**src/rtl/rggen_rtl_pkg.sv**
```systemverilog
// Package shared by the APB register bridge and its response mux.
//  - rggen_status:        response status carried back from each register slot.
//  - rggen_bridge_state:  bridge FSM states.
//  - rggen_counter_width: width of the stall counter for a given timeout.
package rggen_rtl_pkg;

    typedef enum logic [1:0] {
        RGGEN_OKAY         = 2'd0,
        RGGEN_EXOKAY       = 2'd1,
        RGGEN_SLAVE_ERROR  = 2'd2,
        RGGEN_DECODE_ERROR = 2'd3
    } rggen_status;

    typedef enum logic [1:0] {
        BRIDGE_IDLE     = 2'd0,
        BRIDGE_REQUEST  = 2'd1,
        BRIDGE_RESPONSE = 2'd2
    } rggen_bridge_state;

    // The counter must hold values up to TIMEOUT_CYCLES; a zero timeout
    // still gets a one-bit counter so no zero-width vector is ever declared.
    function automatic int rggen_counter_width(input int timeout_cycles);
        if (timeout_cycles < 1) begin
            return 1;
        end
        return $clog2(timeout_cycles + 1);
    endfunction

endpackage

```
**src/rtl/rggen_response_mux.sv**
```systemverilog
// One-hot OR reduction of the per-register response signals.
// Ports:
//  i_ready     per-slot ready
//  i_status    per-slot 2-bit status, slot n at [2n+1:2n]
//  i_read_data per-slot read data, slot n at [DATA_WIDTH*n +: DATA_WIDTH]
//  o_ready     any slot ready
//  o_status    OR of the status of every ready slot
//  o_read_data OR of the read data of every ready slot
module rggen_response_mux #(
    parameter int REGISTERS  = 1,
    parameter int DATA_WIDTH = 32
) (
    input  logic [REGISTERS-1:0]            i_ready,
    input  logic [2*REGISTERS-1:0]          i_status,
    input  logic [REGISTERS*DATA_WIDTH-1:0] i_read_data,
    output logic                            o_ready,
    output logic [1:0]                      o_status,
    output logic [DATA_WIDTH-1:0]           o_read_data
);

    logic [1:0]            w_status_masked [REGISTERS];
    logic [DATA_WIDTH-1:0] w_data_masked   [REGISTERS];

    // Slots that are not ready contribute nothing to the reduction, so
    // whatever they drive on their status/data lines is don't-care.
    genvar gi;
    generate
        for (gi = 0; gi < REGISTERS; gi++) begin : g_slot
            assign w_status_masked[gi] = i_status[2*gi +: 2] & {2{i_ready[gi]}};
            assign w_data_masked[gi]   = i_read_data[DATA_WIDTH*gi +: DATA_WIDTH]
                                       & {DATA_WIDTH{i_ready[gi]}};
        end
    endgenerate

    always_comb begin
        o_status    = '0;
        o_read_data = '0;
        for (int i = 0; i < REGISTERS; i++) begin
            o_status    = o_status    | w_status_masked[i];
            o_read_data = o_read_data | w_data_masked[i];
        end
    end

    assign o_ready = |i_ready;

endmodule

```
**src/rtl/rggen_apb_register_bridge.sv**
```systemverilog
// APB4 slave front end for a register block. Each APB transfer becomes one
// request on the flattened register bus; the bridge waits for a selected
// register's ready (or a decode miss / stall timeout) and then returns a
// one-cycle PREADY with PRDATA/PSLVERR.
// Ports:
//  clk, rst_n                    clock, synchronous active-low reset
//  i_psel/i_penable/i_paddr/
//  i_pwrite/i_pwdata/i_pstrb     APB request side
//  o_pready/o_prdata/o_pslverr   APB response side
//  o_request/o_address/o_write/
//  o_write_data/o_write_mask     register bus request (latched at setup)
//  i_select/i_ready/i_status/
//  i_read_data                   per-register response side
module rggen_apb_register_bridge
    import rggen_rtl_pkg::*;
#(
    parameter int ADDRESS_WIDTH  = 16,
    parameter int DATA_WIDTH     = 32,
    parameter int REGISTERS      = 1,
    parameter int TIMEOUT_CYCLES = 0
) (
    input  logic                            clk,
    input  logic                            rst_n,
    input  logic                            i_psel,
    input  logic                            i_penable,
    input  logic [ADDRESS_WIDTH-1:0]        i_paddr,
    input  logic                            i_pwrite,
    input  logic [DATA_WIDTH-1:0]           i_pwdata,
    input  logic [DATA_WIDTH/8-1:0]         i_pstrb,
    output logic                            o_pready,
    output logic [DATA_WIDTH-1:0]           o_prdata,
    output logic                            o_pslverr,
    output logic                            o_request,
    output logic [ADDRESS_WIDTH-1:0]        o_address,
    output logic                            o_write,
    output logic [DATA_WIDTH-1:0]           o_write_data,
    output logic [DATA_WIDTH-1:0]           o_write_mask,
    input  logic [REGISTERS-1:0]            i_select,
    input  logic [REGISTERS-1:0]            i_ready,
    input  logic [2*REGISTERS-1:0]          i_status,
    input  logic [REGISTERS*DATA_WIDTH-1:0] i_read_data
);

    localparam int STRB_WIDTH  = DATA_WIDTH / 8;
    localparam int COUNT_WIDTH = rggen_counter_width(TIMEOUT_CYCLES);
    localparam logic [COUNT_WIDTH-1:0] COUNT_MAX = '1;

    rggen_bridge_state        r_state;
    logic [ADDRESS_WIDTH-1:0] r_address;
    logic                     r_write;
    logic [DATA_WIDTH-1:0]    r_write_data;
    logic [DATA_WIDTH-1:0]    r_write_mask;
    rggen_status              r_status;
    logic [DATA_WIDTH-1:0]    r_read_data;
    logic [COUNT_WIDTH-1:0]   r_count;

    logic                     w_setup;
    logic                     w_timeout;
    logic [DATA_WIDTH-1:0]    w_write_mask;
    logic                     w_ready;
    logic [1:0]               w_status;
    logic [DATA_WIDTH-1:0]    w_read_data;

    // A setup phase is PSEL without PENABLE; only honoured while idle.
    assign w_setup = i_psel & ~i_penable;

    genvar gi;
    generate
        for (gi = 0; gi < STRB_WIDTH; gi++) begin : g_mask
            assign w_write_mask[8*gi +: 8] = {8{i_pstrb[gi]}};
        end
    endgenerate

    generate
        if (TIMEOUT_CYCLES == 0) begin : g_no_timeout
            assign w_timeout = 1'b0;
        end else begin : g_timeout
            localparam logic [COUNT_WIDTH-1:0] TIMEOUT_LAST =
                COUNT_WIDTH'(TIMEOUT_CYCLES - 1);
            // Counter reads k during the (k+1)-th REQUEST cycle, so this fires
            // on the last permitted cycle of waiting.
            assign w_timeout = (r_count == TIMEOUT_LAST);
        end
    endgenerate

    rggen_response_mux #(
        .REGISTERS  (REGISTERS),
        .DATA_WIDTH (DATA_WIDTH)
    ) u_response_mux (
        .i_ready     (i_ready),
        .i_status    (i_status),
        .i_read_data (i_read_data),
        .o_ready     (w_ready),
        .o_status    (w_status),
        .o_read_data (w_read_data)
    );

    always_ff @(posedge clk) begin
        if (!rst_n) begin
            r_state      <= BRIDGE_IDLE;
            r_address    <= '0;
            r_write      <= 1'b0;
            r_write_data <= '0;
            r_write_mask <= '0;
            r_status     <= RGGEN_OKAY;
            r_read_data  <= '0;
            r_count      <= '0;
        end else begin
            case (r_state)
                BRIDGE_IDLE: begin
                    if (w_setup) begin
                        r_address    <= i_paddr;
                        r_write      <= i_pwrite;
                        r_write_data <= i_pwdata;
                        r_write_mask <= w_write_mask;
                        r_state      <= BRIDGE_REQUEST;
                    end
                end
                BRIDGE_REQUEST: begin
                    if (!i_psel) begin
                        // Master abandoned the transfer: no response is owed.
                        r_count <= '0;
                        r_state <= BRIDGE_IDLE;
                    end else if (w_ready) begin
                        r_status    <= rggen_status'(w_status);
                        r_read_data <= w_read_data;
                        r_count     <= '0;
                        r_state     <= BRIDGE_RESPONSE;
                    end else if (~|i_select) begin
                        r_status    <= RGGEN_DECODE_ERROR;
                        r_read_data <= '0;
                        r_count     <= '0;
                        r_state     <= BRIDGE_RESPONSE;
                    end else if (w_timeout) begin
                        r_status    <= RGGEN_SLAVE_ERROR;
                        r_read_data <= '0;
                        r_count     <= '0;
                        r_state     <= BRIDGE_RESPONSE;
                    end else if (r_count != COUNT_MAX) begin
                        r_count <= r_count + 1'b1;
                    end
                end
                BRIDGE_RESPONSE: begin
                    r_state <= BRIDGE_IDLE;
                end
                default: begin
                    r_state <= BRIDGE_IDLE;
                end
            endcase
        end
    end

    assign o_request    = (r_state == BRIDGE_REQUEST);
    assign o_pready     = (r_state == BRIDGE_RESPONSE);
    assign o_pslverr    = o_pready & ((r_status == RGGEN_SLAVE_ERROR) ||
                                      (r_status == RGGEN_DECODE_ERROR));
    // Write responses never carry data back, whatever the register drove.
    assign o_prdata     = (o_pready && !r_write) ? r_read_data : '0;
    assign o_address    = r_address;
    assign o_write      = r_write;
    assign o_write_data = r_write_data;
    assign o_write_mask = r_write_mask;

`ifndef SYNTHESIS
    // Overlapping address decode in the register block shows up here.
    a_single_ready: assert property (
        @(posedge clk) disable iff (!rst_n)
        (r_state == BRIDGE_REQUEST) |-> $onehot0(i_ready)
    );
`endif

endmodule

```
**config.mk**
```make
export PLATFORM = sky130hd
export DESIGN_NAME = rggen_apb_register_bridge
export DESIGN_NICKNAME = d
export VERILOG_FILES = /design/src/rtl/rggen_rtl_pkg.sv /design/src/rtl/rggen_response_mux.sv /design/src/rtl/rggen_apb_register_bridge.sv
export SDC_FILE = /design/constraint.sdc
export NUM_CORES = 1
export LEC_CHECK = 0
export ABC_CLOCK_PERIOD_IN_PS = 2000
export BUFFER_PORTS_ARGS = -buffer_cell sky130_fd_sc_hd__buf_2
export CAP_MARGIN = 40
export CORE_ASPECT_RATIO = 0.75
export CORE_UTILIZATION = 44
export DETAILED_ROUTE_END_ITERATION = 16
export GPL_ROUTABILITY_DRIVEN = 0
export GPL_TIMING_DRIVEN = 0
export PLACE_DENSITY = 0.9
export SETUP_SLACK_MARGIN = 0.5
export SLEW_MARGIN = 20
export SYNTH_ARGS = -nofsm -noshare
export SYNTH_HDL_FRONTEND = slang
export SYNTH_HIERARCHICAL = 1
export SYNTH_SLANG_ARGS = --single-unit
```
**constraint.sdc**
```tcl
create_clock -name clk -period 2 [get_ports clk]
set_input_delay 0.2 -clock clk [delete_from_list [all_inputs] [get_ports clk]]
set_output_delay 0.2 -clock clk [all_outputs]
set_load 0.02 [all_outputs]
```
==> results.md, run 1 <==
* Status: completed
* Worst Setup End Kind: register
* P_leak at ~3.2 nW
* Tightest Pin Transition at around 0.77 ns
* Mapped Cells at 419
* Max clock buf depth at 2
* Die area at 8920 sq um
* Syn. warnings at 6
* Total negative slack at 0 ns
* Hold_sp: i_pwdata[11]
* Crit path DAT at ~2 ns
* Worst path slowest cell: or4b_4
* Hold Crit Depth at 3
* Reg2Reg Depth at 7
* Vias in the first global route at 3436
* Unrepaired setup endpoints after global routing: true
* Worst Path Required at between 2 and 2.5 ns
* Most frequent CP cell: buf_6
* Power density cells at between 600 and 700 nW/um^2
* Most frequent cells in the layout: buf_2, dfxtp_1, nand2_1
* Commonest non-fill, non-tap cell in the layout: buf_2
* Root buffer cell: clkbuf_16
* Power Total at about 0.0043 W
* Drc violations at 0
* Total global-route track usage at roughly a quarter
* Input/output buffers at 207
* CP bufs+invs at 4
* First-pass GRT wire length at approximately 16000 um
* Detail Route Antenna Nets at 0
* Hold slack at roughly 0.11 ns
* Post-Syn Area per Cell at 8.97 sq um
* Worst path max stage delay at roughly 0.56 ns
* Initial core utilization at a little under half
* Initial antenna violation count at 1
* Synth-to-layout area growth at 73.7%
* F_max at approximately 570 MHz
* Clock transition at the registers of the reported paths at 0.07 ns
* Critical path's top delay family: simple AND/OR/NAND/NOR gates
* Crit path from: r_state[0]
* Final non-filler cell area at 6530 sq um
* DR vias/cell at approximately 5.1
* Ant. Diodes at 0
* WL/cell at roughly 18 um
* Vias at 3934
* Layout Skew at between 0.009 and 0.01 ns
* RR Endpoint: o_write_data[6]
* Post-Place Cell Area at about 4900 sq um
* Max-slew headroom at around 50%
* CP Max Fanout at 5
* Clock sinks at 88
* Drt first-iter violations at 199
* Latest clock arrival within the worst-skew pair at 0.34 ns
* Io pins at roughly 210
* CTS H-Tree Depth at 3
* MaxCap Viol Count at 0
* Row cnt at 28
* Tightest Hold Check Type: in2reg
* Min Clock Period, post-route at roughly 1.8 ns
* HPWL after detailed placement at ~7500 um
* CTS tree: built
* Nets at 752
* R2R setup slack at about 0.24 ns
* Die Wd at approximately 110 um
* Critical path type: reg2reg
* CP Cell Sequence: buf_6 > or4b_4 > buf_6 > buf_16 > clkbuf_16 > nand2_4 > a21oi_2
* Global route overflow at 0
* Die H at a little over 80 um
* CP startpoint kind: register
* Final setup fails at 0
* Reg-to-reg critical path startpoint: r_state[0]
* TritonCTS Buffers at 9
* Hold Path Sink: o_write_data[11]
* Syn Std Cell Area at 3760 sq um
* Core area at 8090 sq um
* Largest net degree at the start of global routing at 16
* Peak VDD IR at around 0.00060 V
* Syn Nets at 512
* Total wire length at 13900 um
* Max-slew violation count at 0
* Post-route clock period utilization at between 80 and 90%
* Final Hold Violating Endpoints at 0
* Initial DRT Pass Iterations at 4
* Fraction of layout cells with a size suffix above 1 at 71.7%
power breakdown:
| part | switching (W) | total (W) | internal (W) |
|---|---|---|---|
| combinational | 0.000400 | 0.000752 | 0.000352 |
| clock | 0.000728 | 0.00170 | 0.000974 |
| sequential | 0.0000646 | 0.00187 | 0.00181 |
| total | 0.00119 | 0.00432 | 0.00313 |
flip-flops by register name (all words and copies together) (netlist names):
register,flops
o_address,16
o_write,1
o_write_data,32
o_write_mask,4
r_read_data,32
r_state,2
r_status,1
worst max path at each step:
| stage | endpoint | slack (ns) | depth (start not counted) |
|---|---|---|---|
| after global placement | o_prdata[14] | 0.29 | 5 |
| after detailed placement | o_prdata[14] | 0.29 | 5 |
| after floorplan | o_prdata[10] | 0.53 | 4 |
| after global routing | o_write_data[6] | 0.22 | 7 |
| after CTS | o_prdata[21] | 0.27 | 5 |
| final | o_write_data[6] | 0.24 | 7 |
worst register-to-register path, delay by kind of cell, from the launching register on:
| family | cells | cell delay (ns) |
|---|---|---|
| buffers and inverters | 4 | 0.56 |
| AOI/OAI and AO/OA | 1 | 0.06 |
| DFF | 1 | 0.36 |
| and+or+nand+nor | 2 | 0.61 |
repair_timing:
action | in CTS | in global routing
pin swaps | 31 | 127
resized for setup | 122 | 171
setup endpoints to repair | 50 | 118
gates cloned | 8 | 4
setup buffers | 7 | 3
hold endpoints to repair | 0 | 0
hold buffers | 0 | 0
layer usage:
layer  wire length (um)  part of all wire (%)  up-vias  GRT usage, %
met5                 16                  0.11        -             0
met4                454                   3.3        2          7.70
met3                910                   6.5       45          6.75
met2               7260                    52      179          45.6
met1               5280                    38     1872          25.4
li1                   -                     -     1836             -
through the flow:
stage / instances / setup WS, ns / utilization [%]
after global routing: 769 / 0.220 / 80.7
after global placement: 731 / 0.290 / 61.0
final: 769 / 0.244 / 80.7
after CTS: 762 / 0.273 / 71.3
after floorplan: 419 / 0.529 / -
after detailed placement: 731 / 0.291 / 61.0
area by class of cell:
| cell class | count | area, sq um |
|---|---|---|
| Multi-Input combinational cell | 272 | 2200 |
| Inverter | 1 | 3.75 |
| Clock inverter | 6 | 67.6 |
| Clock buffer | 10 | 229 |
| Timing Repair Buffer | 229 | 1580 |
| Sequential cell | 88 | 1770 |
| Fill cell | 447 | 1560 |
| Tap cell | 105 | 131 |
| Buffer | 58 | 549 |
Note: power is estimated with default switching activity, not from simulation.
==> run 2: changes to the inputs <==
--- a/config.mk
+++ b/config.mk
@@ -9,14 +9,13 @@
 export BUFFER_PORTS_ARGS = -buffer_cell sky130_fd_sc_hd__buf_2
 export CAP_MARGIN = 40
 export CORE_ASPECT_RATIO = 0.75
-export CORE_UTILIZATION = 44
+export CORE_UTILIZATION = 43
 export DETAILED_ROUTE_END_ITERATION = 16
 export GPL_ROUTABILITY_DRIVEN = 0
 export GPL_TIMING_DRIVEN = 0
-export PLACE_DENSITY = 0.9
+export PLACE_DENSITY = 0.91
 export SETUP_SLACK_MARGIN = 0.5
 export SLEW_MARGIN = 20
 export SYNTH_ARGS = -nofsm -noshare
 export SYNTH_HDL_FRONTEND = slang
-export SYNTH_HIERARCHICAL = 1
 export SYNTH_SLANG_ARGS = --single-unit
==> results.md, run 2 <==
* Status: completed
* CTS tree: built
* First-pass GRT wire length at ~15000 um
* Die H at ~80 um
* Register area at 1770 sq um
* MaxCap Viol Count at 0
* Largest net degree at the start of global routing at 15
* Fraction of layout cells with a size suffix above 1 at roughly 52%
* Worst Path Required at around 1.8 ns
* Worst path slowest cell: dfxtp_4
* WL/cell at about 14 um
* Reg-to-reg critical path startpoint: r_state[0]
* Input/output buffers at about 210
* Hold_sp: i_read_data[21]
* Layout fillers at 618
* Core area at 7880 sq um
* Max clock buf depth at 2
* Hold Path Sink: r_read_data[21]
* HPWL after detailed placement at 7000 um
* Most frequent cells in the layout: buf_2, nand2_1, dfxtp_1
* Layout Skew at 0.00550 ns
* Mapped Cells at 382
* Critical path type: reg2out
* Reg2Reg Depth at 5
* CP bufs+invs at 2
* FF+latch count, synth at 88
* RR Endpoint: o_address[12]
* Vias at 3434
* Main area contributors after synthesis: dfxtp_1, nand2_1, a22o_1
* Crit path from: r_state[1]
* Total global-route track usage at ~23%
* Row cnt at 28
* Worst Setup End Kind: output port
* Hold Crit Depth at 2
* Clock transition at the registers of the reported paths at about 0.08 ns
* Post-synth top cells: nand2_1, dfxtp_1, a21oi_1, and2_1, a22o_1
* Post-Syn Area per Cell at between 9 and 10 sq um
* Synth Flop Type: dfxtp_1
* Syn Nets at 475
* Synth-to-layout area growth at 50.5%
* Initial DRT Pass Iterations at 4
* FFs w/ async S/R, synth at 0%
* Min Clock Period, post-route at approximately 1.7 ns
* Vias in the first global route at 3248
* Initial core utilization at approximately 44%
* Ant. Diodes at 0
* Syn. warnings at 0
* R2R setup slack at ~0.52 ns
* Root buffer cell: clkbuf_8
* Drt first-iter violations at 170
* Io pins at 209
* DR vias/cell at ~4.8
* Sequential element share of the synthesized area at 50.5%
* Clock sinks at between 80 and 90
* Max-slew violation count at 0
* Unrepaired setup endpoints after global routing: true
* Post-synth cell types at 22
* Area leader, netlist: dfxtp_1
* CP startpoint kind: register
* Share of the synthesized area in the top cell type at 50.5%
* TritonCTS Buffers at 9
* Latest clock arrival within the worst-skew pair at 0.34 ns
* Die area at approximately 8500 sq um
* Commonest non-fill, non-tap cell in the layout: buf_2
* Max-slew headroom at 66.6%
* Worst path max stage delay at between 0.3 and 0.4 ns
* P_leak at 2.61 nW
* Peak VDD IR at between 0.0004 and 0.0005 V
* Tightest Pin Transition at between 0.5 and 0.6 ns
* F_max at between 500 and 600 MHz
* Final setup fails at 0
* Crit path DAT at approximately 1.5 ns
* Total wire length at around 10000 um
* Die Wd at 106 um
* Top-count cell post-synth: nand2_1
* Hold slack at slightly below 0.07 ns
* CP Max Fanout at 7
* Total negative slack at 0 ns
* Initial antenna violation count at 0
* Tightest Hold Check Type: in2reg
* Drc violations at 0
* Final Hold Violating Endpoints at 0
* Post-route clock period utilization at 86.7%
* Post-synth EDFFs at 0
* CTS H-Tree Depth at 3
* Power density cells at slightly below 700 nW/um^2
* Syn Std Cell Area at 3490 sq um
* Critical path's top delay family: simple AND/OR/NAND/NOR gates
* CP Cell Sequence: nor2b_4 > and2b_4 > clkbuf_8 > and2_4 > buf_6
* Global route overflow at 0
* Detail Route Antenna Nets at 0
* Multi-input logic area at 1370 sq um
* Nets at ~700
run 2: worst max-delay path by stage:
| stage | slack, ns | end | cells after the start |
|---|---|---|---|
| 2_1_floorplan | 0.53 | o_prdata[10] | 4 |
| 3_3_place_gp | 0.40 | o_prdata[30] | 5 |
| 3_5_place_dp | 0.35 | o_prdata[21] | 5 |
| 4_1_cts | 0.28 | o_prdata[21] | 5 |
| 5_1_grt | 0.18 | o_prdata[9] | 5 |
| 6_report | 0.27 | o_prdata[11] | 5 |
run 2: timing repair:
action	4_1_cts	5_1_grt
buffers inserted	4	2
hold buffers	0	0
hold endpoints to repair	0	0
pin swaps	29	0
gates resized for setup	110	1
cloned	3	0
endpoints found under the setup margin	79	63
run 2: layer usage:
layer	vias to the layer above	wire [um]	track usage, %
li1	1690	-	-
met1	1575	3920	24.0
met2	144	5160	42.0
met3	25	606	7.27
met4	0	223	9.72
met5	-	0	0
run 2: power breakdown:
| group | switching, W | internal (W) |
|---|---|---|
| clock | 0.000603 | 0.000576 |
| combinational | 0.000279 | 0.000229 |
| sequential | 0.0000384 | 0.00181 |
run 2: layout make-up:
type | count | share of cell area, %
buffer | 54 | 8.86
clock buffer | 11 | 2.50
clock inverter | 5 | 1.10
inverter | 1 | 0.0715
multi-input combinational | 239 | 26.1
sequential | 88 | 33.7
tap | 105 | 2.50
timing repair buffer | 216 | 25.2
run 2: metrics by stage:
stage / utilization [%] / setup slack [ns] / cells / total power [W] / area (sq um)
after floorplan: - / 0.529 / 382 / 0.00217 / 3500
after detailed placement: 59.2 / 0.345 / 694 / 0.00238 / 4660
after global placement: 59.2 / 0.403 / 694 / 0.00237 / 4660
after global routing: 66.6 / 0.179 / 719 / 0.00370 / 5250
after CTS: 66.4 / 0.280 / 717 / 0.00356 / 5230
final: 66.6 / 0.266 / 719 / 0.00353 / 5250
run 2: logic make-up (layout without fill, tap and decap cells):
family	Yosys count	after routing	share of synthesized area [%]
and+or+nand+nor	151	151	20.4
DFF	88	88	50.5
buffers and inverters	55	287	12.6
AOI/OAI and AO/OA	88	88	16.5
run 2: worst register-to-register path: stages, from the launching register on:
cell and delay (ns):
dfxtp_4 0.38, or4b_1 0.53, buf_6 0.17, buf_6 0.14
nand2_1 0.07, a21oi_1 0.06
==> run 3: changes to the inputs <==
--- a/config.mk
+++ b/config.mk
@@ -14,7 +14,6 @@
 export GPL_ROUTABILITY_DRIVEN = 0
 export GPL_TIMING_DRIVEN = 0
 export PLACE_DENSITY = 0.91
-export SETUP_SLACK_MARGIN = 0.5
 export SLEW_MARGIN = 20
 export SYNTH_ARGS = -nofsm -noshare
 export SYNTH_HDL_FRONTEND = slang
==> results.md, run 3 (same netlist as run 2, synthesis figures left out) <==
* Status: completed
* Vias in the first global route at between 3000 and 4000
* Initial antenna violation count at 0
* Post-route clock period utilization at between 90 and 100%
* CP bufs+invs at 2
* Nets at about 700
* Synth-to-layout area growth at 39.3%
* Int Power at about 0.0026 W
* Final setup fails at 0
* Worst Path Required at approximately 1.8 ns
* Detail Route Antenna Nets at 0
* TritonCTS Buffers at 9
* Root buffer cell: clkbuf_8
* DR vias/cell at between 4 and 5
* First-pass GRT wire length at roughly 14000 um
* Die area at around 8500 sq um
* F_max at roughly 540 MHz
* Ant. Diodes at 0
* Largest net degree at the start of global routing at 16
* Switching portion of total power at a little over a quarter
* Count of non-filler cells in the finished layout at 710
* Psw at between 0.0009 and 0.001 W
* Die Wd at 106 um
* Worst Setup End Kind: output port
* Initial core utilization at 44.3%
* Power density cells at 730 nW/um^2
* Total global-route track usage at 21.1%
* HPWL after detailed placement at roughly 7100 um
* Seq pwr share at a little over half
* Unrepaired setup endpoints after global routing: false
* Crit path DAT at 1.66 ns
* Critical path type: reg2out
* Die H at 80 um
* Fraction of layout cells with a size suffix above 1 at roughly 46%
* Initial DRT Pass Iterations at 5
* Core area at 7880 sq um
* Clock sinks at 88
* Max-slew headroom at a little under three fifths
* Most frequent cells in the layout: buf_2, nand2_1, dfxtp_1
* Vias at between 3000 and 4000
* Tightest Hold Check Type: in2reg
* Critical path's top delay family: simple AND/OR/NAND/NOR gates
* Io pins at ~210
* Row cnt at 28
* Layout Skew at between 0.008 and 0.009 ns
* P_leak at roughly 2.5 nW
* Worst path max stage delay at ~0.47 ns
* Layout fillers at slightly above 700
* CP Max Fanout at 10
* Peak VDD IR at about 0.00048 V
* Clock power share at 33.9%
* Setup Buffers After CTS at 0
* Clock transition at the registers of the reported paths at roughly 0.08 ns
* Max-slew violation count at 0
* CP startpoint kind: register
* CP Cell Sequence: nor2b_1 > and2b_2 > clkbuf_4 > and2_1 > buf_2
* Min Clock Period, post-route at 1.86 ns
* Tightest Pin Transition at approximately 0.65 ns
* Commonest non-fill, non-tap cell in the layout: buf_2
* Latest clock arrival within the worst-skew pair at 0.34 ns
* Hold_buf cts at 0
* CTS tree: built
* Total negative slack at 0 ns
* Drt first-iter violations at around 200
* Total wire length at roughly 9200 um
* Worst path slowest cell: dfxtp_1
* Placed Cells at about 690
* CTS H-Tree Depth at 3
* Global route overflow at 0
* MaxCap Viol Count at 0
* Max clock buf depth at 2
* Comb pwr share at between 10 and 15%
* WL/cell at 13.0 um
* Drc violations at 0
* Input/output buffers at roughly 210
* Final Hold Violating Endpoints at 0
## run 3: cell type report
class	count	area (sq um)	area share, %
inverter	1	3.75	0.0772
clock inverter	6	67.6	1.39
sequential	88	1760	36.3
buffer	54	442	9.09
clock buffer	10	128	2.63
tap	105	131	2.70
multi-input combinational	239	1290	26.5
timing repair buffer	207	1040	21.3
## run 3: repair_timing
action	CTS	global route
gates cloned	0	0
endpoints found under the setup margin	30	30
resized for setup	4	4
## run 3: per-layer routing
metal / GRT usage [%] / up-vias / part of all wire (%)
met4: 8.75 / 0 / 2.3
li1: - / 1669 / -
met1: 24.2 / 1534 / 42
met3: 5.80 / 21 / 6.7
met5: 0 / - / 0
met2: 37.3 / 149 / 49
## run 3: through the flow
stage	utilization, %	setup slack (ns)	power, W	area (sq um)	hold slack, ns
3_3_place_gp	59.1	0.310	0.00237	4660	0.416
4_1_cts	61.6	0.0728	0.00358	4860	0.0492
6_report	61.7	0.137	0.00355	4860	0.0714
3_5_place_dp	59.1	0.277	0.00238	4660	0.420
5_1_grt	61.7	0.0193	0.00371	4860	0.0511
2_1_floorplan	-	0.323	0.00217	3490	0.333
## run 3: path summary, 6_finish.rpt
path | startpoint | to | slack [ns] | cells past startpoint
worst max-delay path | r_state[0] | o_prdata[19] | 0.14 | 5
worst min-delay path | i_read_data[4] | r_read_data[4] | 0.07 | 2
worst max register to register | r_state[0] | o_write_data[29] | 0.39 | 4
worst min register to register | o_write_data[15] | o_write_data[15] | 0.46 | 2
## run 3: power by group through the flow
stage	Clock, W	Combinational [W]	Sequential [W]
floorplan	0	0.000229	0.00195
global placement	0	0.000481	0.00189
detailed placement	0	0.000496	0.00189
CTS	0.00124	0.000498	0.00185
global route	0.00132	0.000537	0.00186
finish	0.00120	0.000496	0.00185
